$ cat config.mk
export PLATFORM = sky130hd
export DESIGN_NAME = mem_access_unit_flat
export DESIGN_NICKNAME = d
export VERILOG_FILES = /design/src/rtl/mem_access_unit_if.sv /design/src/rtl/mem_access_unit.sv /design/src/flat_wrapper.sv
export SDC_FILE = /design/constraint.sdc
export NUM_CORES = 1
export LEC_CHECK = 0
export ABC_AREA = 1
export BUFFER_PORTS_ARGS = -buffer_cell sky130_fd_sc_hd__buf_2
export CORE_AREA = 2 2 130 132
export CTS_CLUSTER_DIAMETER = 80
export CTS_CLUSTER_SIZE = 40
export DETAILED_ROUTE_END_ITERATION = 6
export DIE_AREA = 0 0 132 134
export PLACE_DENSITY = 0.78
export SETUP_SLACK_MARGIN = 0.1
export SLEW_MARGIN = 20
export SYNTH_ARGS = -nofsm -noshare
export SYNTH_HDL_FRONTEND = slang
export SYNTH_SLANG_ARGS = --single-unit
$ cat constraint.sdc
create_clock -name clk -period 2 [get_ports clk]
set_clock_uncertainty 0.2 [all_clocks]
set_input_delay 0.1 -clock clk [delete_from_list [all_inputs] [get_ports clk]]
set_output_delay 0.1 -clock clk [all_outputs]
set_load 0.005 [all_outputs]
$ cat src/rtl/mem_access_unit_if.sv
// Request/response and word-RAM signal bundle of mem_access_unit.
// slave = the access unit itself; master = the core and RAM side that drive it.
interface mem_access_unit_if;
    logic        req_valid;
    logic        req_ready;
    logic        req_write;
    logic [1:0]  req_size;
    logic        req_signed;
    logic [31:0] req_addr;
    logic [31:0] req_wdata;
    logic        resp_valid;
    logic [31:0] resp_rdata;
    logic        resp_error;
    logic        ram_write_en;
    logic [31:0] ram_addr_write;
    logic [31:0] ram_data_write;
    logic [31:0] ram_addr_read;
    logic [31:0] ram_data_read;
    logic        ram_ready;

    modport slave (
        input  req_valid, req_write, req_size, req_signed, req_addr, req_wdata,
        input  ram_data_read, ram_ready,
        output req_ready, resp_valid, resp_rdata, resp_error,
        output ram_write_en, ram_addr_write, ram_data_write, ram_addr_read
    );

    modport master (
        output req_valid, req_write, req_size, req_signed, req_addr, req_wdata,
        output ram_data_read, ram_ready,
        input  req_ready, resp_valid, resp_rdata, resp_error,
        input  ram_write_en, ram_addr_write, ram_data_write, ram_addr_read
    );
endinterface

$ cat src/rtl/mem_access_unit.sv
// Byte/half/word load-store front end over a word RAM; latency from accept: error 1, load 2, word store 2, sub-word store 3 (RMW).
// One request in flight, req_ready only in IDLE with ram_ready; MAU_PERF_COUNT_EN adds load/store/error counters (else tied 0).
module mem_access_unit #(
    parameter int unsigned BUS_WIDTH = 32,
    parameter logic [31:0] RAM_BASE  = 32'h0000_0000,
    parameter int unsigned MEM_SIZE  = 256
) (
    input  logic                 clk,
    input  logic                 nreset,
    mem_access_unit_if.slave     bus,
    output logic [BUS_WIDTH-1:0] cnt_load,
    output logic [BUS_WIDTH-1:0] cnt_store,
    output logic [BUS_WIDTH-1:0] cnt_error
);
    typedef enum logic [1:0] {ST_IDLE, ST_READ, ST_WRITE, ST_RESP} state_e;

    localparam logic [1:0]  SZ_BYTE = 2'd0;
    localparam logic [1:0]  SZ_HALF = 2'd1;
    localparam logic [1:0]  SZ_WORD = 2'd2;
    localparam logic [32:0] RAM_END = {1'b0, RAM_BASE} + 33'(4 * MEM_SIZE);

    state_e      state_q, state_d;
    logic        write_q, write_d;
    logic [1:0]  size_q, size_d;
    logic        sext_q, sext_d;
    logic [1:0]  lane_q, lane_d;
    logic [31:0] waddr_q, waddr_d;
    logic [31:0] wdata_q, wdata_d;
    logic [31:0] rdata_q, rdata_d;
    logic        error_q, error_d;

    logic        req_rdy;
    logic        accept;
    logic        align_err;
    logic        range_err;
    logic        req_err;
    logic [31:0] word_addr;
    logic [4:0]  shamt;
    logic [31:0] rd_shifted;
    logic [31:0] load_val;
    logic [31:0] lane_mask;
    logic [31:0] merged;

    assign req_rdy = (state_q == ST_IDLE) && bus.ram_ready;
    assign accept  = req_rdy && bus.req_valid;

    // Request checks; the range compare is done in 33 bits so addresses near 2^32 cannot wrap into range.
    always_comb begin
        align_err = 1'b0;
        case (bus.req_size)
            SZ_BYTE: align_err = 1'b0;
            SZ_HALF: align_err = bus.req_addr[0];
            SZ_WORD: align_err = |bus.req_addr[1:0];
            default: align_err = 1'b1;
        endcase
        range_err = ({1'b0, bus.req_addr} < {1'b0, RAM_BASE}) ||
                    ({1'b0, bus.req_addr} >= RAM_END);
        req_err   = align_err || range_err;
        word_addr = RAM_BASE + ((bus.req_addr - RAM_BASE) >> 2);
    end

    // Lane alignment for loads and the read-modify-write merge for sub-word stores.
    always_comb begin
        shamt      = {lane_q, 3'b000};
        rd_shifted = bus.ram_data_read >> shamt;
        case (size_q)
            SZ_BYTE: load_val = {{24{sext_q & rd_shifted[7]}}, rd_shifted[7:0]};
            SZ_HALF: load_val = {{16{sext_q & rd_shifted[15]}}, rd_shifted[15:0]};
            default: load_val = bus.ram_data_read;
        endcase
        if (size_q == SZ_HALF) lane_mask = 32'h0000_FFFF << shamt;
        else                   lane_mask = 32'h0000_00FF << shamt;
        merged = (bus.ram_data_read & ~lane_mask) | ((wdata_q << shamt) & lane_mask);
    end

    always_ff @(posedge clk or negedge nreset) begin
        if (!nreset) begin
            state_q <= ST_IDLE;
        end else begin
            state_q <= state_d;
        end
    end

    always_comb begin
        state_d = state_q;
        case (state_q)
            ST_IDLE: begin
                if (accept) begin
                    if (req_err)                                    state_d = ST_RESP;
                    else if (bus.req_write && bus.req_size == SZ_WORD) state_d = ST_WRITE;
                    else                                            state_d = ST_READ;
                end
            end
            ST_READ:  state_d = write_q ? ST_WRITE : ST_RESP;
            ST_WRITE: state_d = ST_RESP;
            ST_RESP:  state_d = ST_IDLE;
            default:  state_d = ST_IDLE;
        endcase
    end

    always_comb begin
        write_d = write_q;
        size_d  = size_q;
        sext_d  = sext_q;
        lane_d  = lane_q;
        waddr_d = waddr_q;
        wdata_d = wdata_q;
        rdata_d = rdata_q;
        error_d = error_q;
        if (accept) begin
            write_d = bus.req_write;
            size_d  = bus.req_size;
            sext_d  = bus.req_signed;
            lane_d  = bus.req_addr[1:0];
            waddr_d = word_addr;
            wdata_d = bus.req_wdata;
            rdata_d = '0;
            error_d = req_err;
        end else if (state_q == ST_READ) begin
            if (write_q) wdata_d = merged;
            else         rdata_d = load_val;
        end
    end

    always_ff @(posedge clk or negedge nreset) begin
        if (!nreset) begin
            write_q <= 1'b0;
            size_q  <= 2'd0;
            sext_q  <= 1'b0;
            lane_q  <= 2'd0;
            waddr_q <= '0;
            wdata_q <= '0;
            rdata_q <= '0;
            error_q <= 1'b0;
        end else begin
            write_q <= write_d;
            size_q  <= size_d;
            sext_q  <= sext_d;
            lane_q  <= lane_d;
            waddr_q <= waddr_d;
            wdata_q <= wdata_d;
            rdata_q <= rdata_d;
            error_q <= error_d;
        end
    end

    always_comb begin
        bus.req_ready      = req_rdy;
        bus.ram_addr_read  = (state_q != ST_IDLE) ? waddr_q : '0;
        bus.ram_addr_write = (state_q != ST_IDLE) ? waddr_q : '0;
        bus.ram_write_en   = (state_q == ST_WRITE);
        bus.ram_data_write = (state_q == ST_WRITE) ? wdata_q : '0;
        bus.resp_valid     = (state_q == ST_RESP);
        bus.resp_rdata     = (state_q == ST_RESP) ? rdata_q : '0;
        bus.resp_error     = (state_q == ST_RESP) && error_q;
    end

`ifdef MAU_PERF_COUNT_EN
    logic [BUS_WIDTH-1:0] cnt_load_q, cnt_load_d;
    logic [BUS_WIDTH-1:0] cnt_store_q, cnt_store_d;
    logic [BUS_WIDTH-1:0] cnt_error_q, cnt_error_d;

    always_comb begin
        cnt_load_d  = cnt_load_q;
        cnt_store_d = cnt_store_q;
        cnt_error_d = cnt_error_q;
        if (state_q == ST_RESP) begin
            if (error_q)      cnt_error_d = cnt_error_q + BUS_WIDTH'(1);
            else if (write_q) cnt_store_d = cnt_store_q + BUS_WIDTH'(1);
            else              cnt_load_d  = cnt_load_q + BUS_WIDTH'(1);
        end
    end

    always_ff @(posedge clk or negedge nreset) begin
        if (!nreset) begin
            cnt_load_q  <= '0;
            cnt_store_q <= '0;
            cnt_error_q <= '0;
        end else begin
            cnt_load_q  <= cnt_load_d;
            cnt_store_q <= cnt_store_d;
            cnt_error_q <= cnt_error_d;
        end
    end

    assign cnt_load  = cnt_load_q;
    assign cnt_store = cnt_store_q;
    assign cnt_error = cnt_error_q;
`else
    assign cnt_load  = '0;
    assign cnt_store = '0;
    assign cnt_error = '0;
`endif
endmodule

$ cat src/flat_wrapper.sv
// flat-port wrapper written by rule: the top's interface ports become plain ports
module mem_access_unit_flat 
#(
    parameter int unsigned BUS_WIDTH = 32,
    parameter logic [31:0] RAM_BASE  = 32'h0000_0000,
    parameter int unsigned MEM_SIZE  = 256
)
  (clk, nreset, cnt_load, cnt_store, cnt_error, bus_req_valid, bus_req_write, bus_req_size, bus_req_signed, bus_req_addr, bus_req_wdata, bus_ram_data_read, bus_ram_ready, bus_req_ready, bus_resp_valid, bus_resp_rdata, bus_resp_error, bus_ram_write_en, bus_ram_addr_write, bus_ram_data_write, bus_ram_addr_read);
  mem_access_unit_if bus_i ();
  input  logic clk;
  input  logic nreset;
  output logic [BUS_WIDTH-1:0] cnt_load;
  output logic [BUS_WIDTH-1:0] cnt_store;
  output logic [BUS_WIDTH-1:0] cnt_error;
  input wire logic [$bits(bus_i.req_valid)-1:0] bus_req_valid;
  input wire logic [$bits(bus_i.req_write)-1:0] bus_req_write;
  input wire logic [$bits(bus_i.req_size)-1:0] bus_req_size;
  input wire logic [$bits(bus_i.req_signed)-1:0] bus_req_signed;
  input wire logic [$bits(bus_i.req_addr)-1:0] bus_req_addr;
  input wire logic [$bits(bus_i.req_wdata)-1:0] bus_req_wdata;
  input wire logic [$bits(bus_i.ram_data_read)-1:0] bus_ram_data_read;
  input wire logic [$bits(bus_i.ram_ready)-1:0] bus_ram_ready;
  output wire logic [$bits(bus_i.req_ready)-1:0] bus_req_ready;
  output wire logic [$bits(bus_i.resp_valid)-1:0] bus_resp_valid;
  output wire logic [$bits(bus_i.resp_rdata)-1:0] bus_resp_rdata;
  output wire logic [$bits(bus_i.resp_error)-1:0] bus_resp_error;
  output wire logic [$bits(bus_i.ram_write_en)-1:0] bus_ram_write_en;
  output wire logic [$bits(bus_i.ram_addr_write)-1:0] bus_ram_addr_write;
  output wire logic [$bits(bus_i.ram_data_write)-1:0] bus_ram_data_write;
  output wire logic [$bits(bus_i.ram_addr_read)-1:0] bus_ram_addr_read;
  assign bus_i.req_valid = bus_req_valid;
  assign bus_i.req_write = bus_req_write;
  assign bus_i.req_size = bus_req_size;
  assign bus_i.req_signed = bus_req_signed;
  assign bus_i.req_addr = bus_req_addr;
  assign bus_i.req_wdata = bus_req_wdata;
  assign bus_i.ram_data_read = bus_ram_data_read;
  assign bus_i.ram_ready = bus_ram_ready;
  assign bus_req_ready = bus_i.req_ready;
  assign bus_resp_valid = bus_i.resp_valid;
  assign bus_resp_rdata = bus_i.resp_rdata;
  assign bus_resp_error = bus_i.resp_error;
  assign bus_ram_write_en = bus_i.ram_write_en;
  assign bus_ram_addr_write = bus_i.ram_addr_write;
  assign bus_ram_data_write = bus_i.ram_data_write;
  assign bus_ram_addr_read = bus_i.ram_addr_read;
  mem_access_unit #(.BUS_WIDTH(BUS_WIDTH), .RAM_BASE(RAM_BASE), .MEM_SIZE(MEM_SIZE)) u_core (.clk(clk), .nreset(nreset), .bus(bus_i), .cnt_load(cnt_load), .cnt_store(cnt_store), .cnt_error(cnt_error));
endmodule
* After elaboration in Yosys (flattened, before gate mapping)
Index checks and enable logic that the tools add are counted.
** Storage, ports and cells
- Output and inout port bits :: 228
- Register bits :: 103
- Word-level logic and storage cells :: 59
** Cells by class
- Magnitude comparators :: 1
- Bitwise operators :: 6
- Muxes and demuxes :: 17
- Reduce and logical (&&, ||, !) cells :: 14
- Eq/ne operators :: 8
- Shifts and indexed selects :: 4
** Operators with widths (number)
- $mux W32 :: 9
- $and A32 B32 Y32 :: 2
- $pmux W32 S2 :: 1
- $ge A32 B11 Y1 const B :: 1
- $not A32 Y32 :: 1
- $or A32 B32 Y32 :: 1
- $shl A16 B5 Y32 const A :: 1
- $shl A32 B5 Y32 :: 1
- $shl A8 B5 Y32 const A :: 1
- $shr A32 B5 Y16 :: 1
- $mux W30 :: 1
- $pmux W2 S4 :: 1
- $eq A2 B1 Y1 const B :: 3
- $eq A2 B2 Y1 const B :: 3
- $logic_not A2 Y1 :: 3
- $mux W2 :: 3
- $reduce_bool A2 Y1 :: 3
- $logic_and A1 B1 Y1 :: 4
- $reduce_and A2 Y1 :: 2
- $pmux W1 S3 :: 1
- $and A1 B1 Y1 :: 2
- $ne A2 B1 Y1 const B :: 1
- $ne A2 B2 Y1 const B :: 1
- $reduce_or A2 Y1 :: 1
- other kinds (2) :: 2

* Logic depth before layout (Yosys ltp)
- Depth after elaboration :: 8
- Gate-level depth with buffers :: 12
- Depth with buffers taken out :: 10

* Least setup slack after synthesis
No wires, ideal clock.
- Path type :: register -> register
- Start point :: reg u_core.state_q[0]
- End point :: reg with a tool-made name
- Clock period less this slack :: 1.871 ns
- Arrival time :: 1.554 ns
- Library setup time :: 0.117 ns
- Path slack :: 0.129 ns
- Data required time :: 1.683 ns
- Buffers on the path :: 3
- Stages on the path, launching flop included :: 12
- Cell sequence :: dfrtp_1 -> inv_1 -> ha_1 -> buf_2 -> nand2_1 -> inv_2 -> nand2_4 -> buf_4 -> clkbuf_1 -> o211ai_1 -> nand2_1 -> nand2_1
** RTL lines
- start: declaration :: line mem_access_unit.sv:22 : state_e state_q, state_d;
- start signal: assignment :: line mem_access_unit.sv:80 : state_q <= state_d;

* Final worst setup path
- Start point :: reg u_core.state_q[1]
- End point :: out bus_resp_rdata[6]
** Between the ends
- Word-level cells in the longest chain between the ends :: 2
** Ends and longest elaborated chain
- $eq A2 B2 Y1 :: line mem_access_unit.sv:154 : bus.resp_rdata = (state_q == ST_RESP) ? rdata_q : '0;
- $mux W32 :: line mem_access_unit.sv:154
- end: declaration :: line flat_wrapper.sv:25 : output wire logic [$bits(bus_i.resp_rdata)-1:0] bus_resp_rdata;
Every way passes these cells.

==> impl_metrics.xml <==
<?xml version="1.0" encoding="UTF-8"?>
<metrics>
  <group name="hold_path">
    <metric name="min_path_type" unit="">in2reg</metric>
    <metric name="whs_path_depth" unit="">7</metric>
  </group>
  <group name="place">
    <metric name="port_buffers" unit="">231</metric>
    <metric name="gp_congestion" unit="">0.9188</metric>
    <metric name="hpwlAfterDp" unit="um">16620</metric>
    <metric name="place_ws" unit="ns">0.07728</metric>
    <metric name="dpl_cell_area" unit="mm^2">0.008277</metric>
  </group>
  <group name="timing">
    <metric name="report.final.setup_viol" unit="">0</metric>
    <metric name="final.setup.tns" unit="ns">0</metric>
    <metric name="period_minus_slack" unit="ns">1.881</metric>
    <metric name="setup_repair_after_global_routing_missed_its_margin" unit="">yes</metric>
    <metric name="timing_max_transition_violations_final" unit="">0</metric>
    <metric name="fmaxAchievable" unit="MHz">531.8</metric>
    <metric name="postLayoutSetupSlackWorst" unit="ns">0.1195</metric>
    <metric name="finalHoldViolCount" unit="">0</metric>
    <metric name="post-route-period-util" unit="%">94.03</metric>
  </group>
  <group name="synthesis">
    <metric name="flip_flop_and_latch_count_after_synthesis" unit="">103</metric>
    <metric name="yosys-mux-area-fraction" unit="%">0.1345</metric>
    <metric name="yosysSeqAreaShare" unit="%">34.64</metric>
    <metric name="yosys.area_share.adder" unit="%">0.6726</metric>
    <metric name="main_combinational_cell_family_by_area_after_synthesis" unit="">simple AND/OR/NAND/NOR gates</metric>
    <metric name="synth.avg_cell_area" unit="um^2">6.728</metric>
    <metric name="synthXorXnorAreaFrac" unit="%">0</metric>
    <metric name="netlist_area" unit="mm^2">0.007441</metric>
    <metric name="synth_cells" unit="">1106</metric>
    <metric name="ys_types" unit="">31</metric>
    <metric name="synth_simple_gate_area_share" unit="%">26.38</metric>
    <metric name="synth_area_in_compound_gates" unit="%">12.93</metric>
    <metric name="yosys_warnings" unit="">0</metric>
  </group>
  <group name="drt">
    <metric name="dr.pass1.iters" unit="">5</metric>
    <metric name="ant_nets" unit="">0</metric>
    <metric name="route.vias.total" unit="">7713</metric>
    <metric name="drt-vias-per-instance" unit="">4.746</metric>
    <metric name="drt_iter0_drc" unit="">614</metric>
    <metric name="routed_wire_length_per_instance" unit="um">14.78</metric>
    <metric name="routed_wirelength" unit="um">24030</metric>
    <metric name="drc_errors" unit="">0</metric>
  </group>
  <group name="clocking">
    <metric name="worstSkewPairLatency" unit="ns">0.35</metric>
    <metric name="clk_root_buf" unit="">sky130_fd_sc_hd__clkbuf_16</metric>
    <metric name="clock_pin_slew_of_the_registers_on_the_worst_case_setup_and_hold_paths" unit="ns">0.07</metric>
    <metric name="cts_buffer_depth" unit="">2</metric>
    <metric name="cts-buffers-inserted" unit="">9</metric>
    <metric name="tritoncts_num_sinks" unit="">103</metric>
    <metric name="clock_tree_from_tritoncts" unit="">done</metric>
    <metric name="cts_htree_levels" unit="">3</metric>
  </group>
  <group name="critical_path">
    <metric name="critical_path_required" unit="ns">1.70</metric>
    <metric name="cp.arrival" unit="ns">1.58</metric>
    <metric name="worstRegToRegCells" unit="">9</metric>
    <metric name="worstPathMaxFanout" unit="">34</metric>
    <metric name="timing.critical_path.from_type" unit="">flip-flop</metric>
    <metric name="worst-setup-path-type" unit="">reg2out</metric>
    <metric name="worstSetupEndpointType" unit="">primary output</metric>
  </group>
  <group name="floorplan">
    <metric name="design.die.area" unit="mm^2">0.01769</metric>
    <metric name="floorplan.initialDensity" unit="%">45.68</metric>
    <metric name="floorplan.core_area" unit="mm^2">0.01629</metric>
    <metric name="die_ht" unit="um">134</metric>
    <metric name="fp.dieW" unit="um">132</metric>
    <metric name="std_cell_rows" unit="">47</metric>
    <metric name="ioPinCount" unit="">332</metric>
  </group>
  <group name="finish">
    <metric name="n_antenna_cell" unit="">0</metric>
    <metric name="drive_gt1_share" unit="%">24.06</metric>
    <metric name="commonest_non_fill_non_tap_cell_in_the_layout" unit="">sky130_fd_sc_hd__nand2_1</metric>
    <metric name="fin_nets" unit="">1508</metric>
    <metric name="highest_count_cells_in_the_layout_ignoring_fill_and_taps" unit="">sky130_fd_sc_hd__nand2_1, sky130_fd_sc_hd__buf_2, sky130_fd_sc_hd__inv_1</metric>
    <metric name="area_growth_syn_to_layout" unit="%">32.12</metric>
    <metric name="nFillCells" unit="">1500</metric>
    <metric name="final_area" unit="mm^2">0.009831</metric>
  </group>
  <group name="grt">
    <metric name="number_of_global_route_vias_before_repair" unit="">7136</metric>
    <metric name="antenna_violations_before_repair" unit="">0</metric>
    <metric name="grt.overflow.total" unit="">0</metric>
    <metric name="grt_first_pass_wirelength" unit="um">35620</metric>
    <metric name="grt_start_max_net_pins" unit="">53</metric>
    <metric name="grt.total_usage" unit="%">25.31</metric>
  </group>
  <group name="status">
    <metric name="outcome" unit="">complete, no violations</metric>
  </group>
  <group name="power">
    <metric name="vdd.ir_drop.worst" unit="mV">0.8180</metric>
    <metric name="leakagePower" unit="uW">0.005913</metric>
    <metric name="powerDensity" unit="mW/mm^2">1351</metric>
  </group>
  <group name="job">
    <metric name="max_cap_viol_count" unit="">0</metric>
  </group>
</metrics>
[area by class of cell]
cell class	count	area [um^2]	share of cell area, %
Timing Repair Buffer	366	2633	26.78
Sequential cell	103	2580	26.24
Timing Repair inverter	1	7.507	0.07637
Clock inverter	7	56.30	0.5727
Inverter	159	610.6	6.211
Tap cell	220	275.3	2.800
Multi-Input combinational cell	760	3443	35.03
Clock buffer	9	225.2	2.291
[critical path, cell delays in order, from the launching register on]
cell and delay (ns):
sky130_fd_sc_hd__dfrtp_1 0.41, sky130_fd_sc_hd__buf_4 0.15, sky130_fd_sc_hd__ha_1 0.22, sky130_fd_sc_hd__buf_12 0.18, sky130_fd_sc_hd__nand2_1 0.07, sky130_fd_sc_hd__inv_1 0.05
sky130_fd_sc_hd__buf_2 0.13
[cell usage after synthesis]
| cell | instances | share of area, % |
|---|---|---|
| sky130_fd_sc_hd__buf_2 | 19 | 1.3 |
| sky130_fd_sc_hd__nand3_1 | 15 | 1.0 |
| sky130_fd_sc_hd__o21bai_1 | 8 | 0.81 |
| sky130_fd_sc_hd__nand3_4 | 2 | 0.47 |
| sky130_fd_sc_hd__nand2_2 | 15 | 1.3 |
| sky130_fd_sc_hd__nand3b_1 | 1 | 0.10 |
| sky130_fd_sc_hd__inv_2 | 5 | 0.25 |
| sky130_fd_sc_hd__nor3_1 | 9 | 0.61 |
| sky130_fd_sc_hd__nand3_2 | 2 | 0.27 |
| sky130_fd_sc_hd__ha_1 | 4 | 0.67 |
| sky130_fd_sc_hd__a31oi_1 | 9 | 0.76 |
| sky130_fd_sc_hd__nor2_2 | 1 | 0.084 |
| sky130_fd_sc_hd__a21oi_4 | 2 | 0.44 |
| sky130_fd_sc_hd__nor2_1 | 56 | 2.8 |
| sky130_fd_sc_hd__clkbuf_1 | 23 | 1.2 |
| sky130_fd_sc_hd__buf_8 | 1 | 0.20 |
| sky130_fd_sc_hd__o21ai_0 | 99 | 6.7 |
| sky130_fd_sc_hd__inv_1 | 154 | 7.8 |
| sky130_fd_sc_hd__a21oi_1 | 16 | 1.1 |
| sky130_fd_sc_hd__o21ai_1 | 13 | 0.87 |
| sky130_fd_sc_hd__nor2_4 | 3 | 0.45 |
| sky130_fd_sc_hd__o211ai_1 | 23 | 2.3 |
| sky130_fd_sc_hd__and2_0 | 1 | 0.084 |
| sky130_fd_sc_hd__buf_1 | 2 | 0.10 |
| sky130_fd_sc_hd__conb_1 | 1 | 0.050 |
| sky130_fd_sc_hd__buf_4 | 131 | 13 |
| sky130_fd_sc_hd__nand2_1 | 378 | 19 |
| sky130_fd_sc_hd__nand2_4 | 1 | 0.15 |
| sky130_fd_sc_hd__mux2i_1 | 1 | 0.13 |
| sky130_fd_sc_hd__dfrtp_1 | 103 | 35 |
| sky130_fd_sc_hd__buf_6 | 8 | 1.2 |
[cell families after synthesis]
kind of cell	after synthesis
AND/OR/NAND/NOR	484
flip-flops	103
buffers and inverters	343
AO/OA/AOI/OAI	170
other	1
multiplexers	1
adder cells (fa/ha/maj)	4
[per-layer routing]
layer	global-route usage, %	part of all wire (%)	up-vias
met3	4.233	8.1	47
met4	10.27	3.2	0
met1	30.29	39	3533
met5	0	0	-
li1	-	-	3728
met2	45.28	50	405
[stage by stage]
step | utilization (%) | total power [uW] | hold WS (ns) | cells
4_1_cts | 58.46 | 12630 | -0.02424 | 1607
5_1_grt | 60.35 | 14390 | 0.03721 | 1625
3_5_place_dp | 50.81 | 10670 | -0.1523 | 1498
3_3_place_gp | 50.81 | 10540 | -0.1530 | 1498
6_report | 60.35 | 13280 | 0.006249 | 1625
2_1_floorplan | - | 8789 | -0.3956 | 1205
[path summary, 6_finish.rpt]
path | startpoint | slack, ns | endpoint
max in group asynchronous | nreset | 1.03 | async pin
max reg2reg | u_core.state_q[1] | 0.15 | u_core.wdata_q[3]
min in group asynchronous | nreset | 0.02 | u_core.rdata_q[29]
min reg2reg | u_core.rdata_q[21] | 0.28 | u_core.rdata_q[21]
max | u_core.state_q[1] | 0.12 | bus_resp_rdata[6]
min | bus_ram_data_read[13] | 0.006 | u_core.rdata_q[13]
[report_power, final]
group,switching [uW],leakage (uW),total (uW),internal (uW)
combinational,4700,0.00452,7860,3150
sequential,637,0.00127,3710,3070
clock,862,0.000125,1720,856
[timing repair]
action                                 in CTS  in global routing
hold buffers                               93                  0
buffers inserted                            0                 11
endpoints found under the hold margin     196                  0
cloned                                      0                  7
setup endpoints to repair                  40                181
pin swaps                                   0                  4
resized for setup                          11                 38
(Power assumes the default switching activity.)
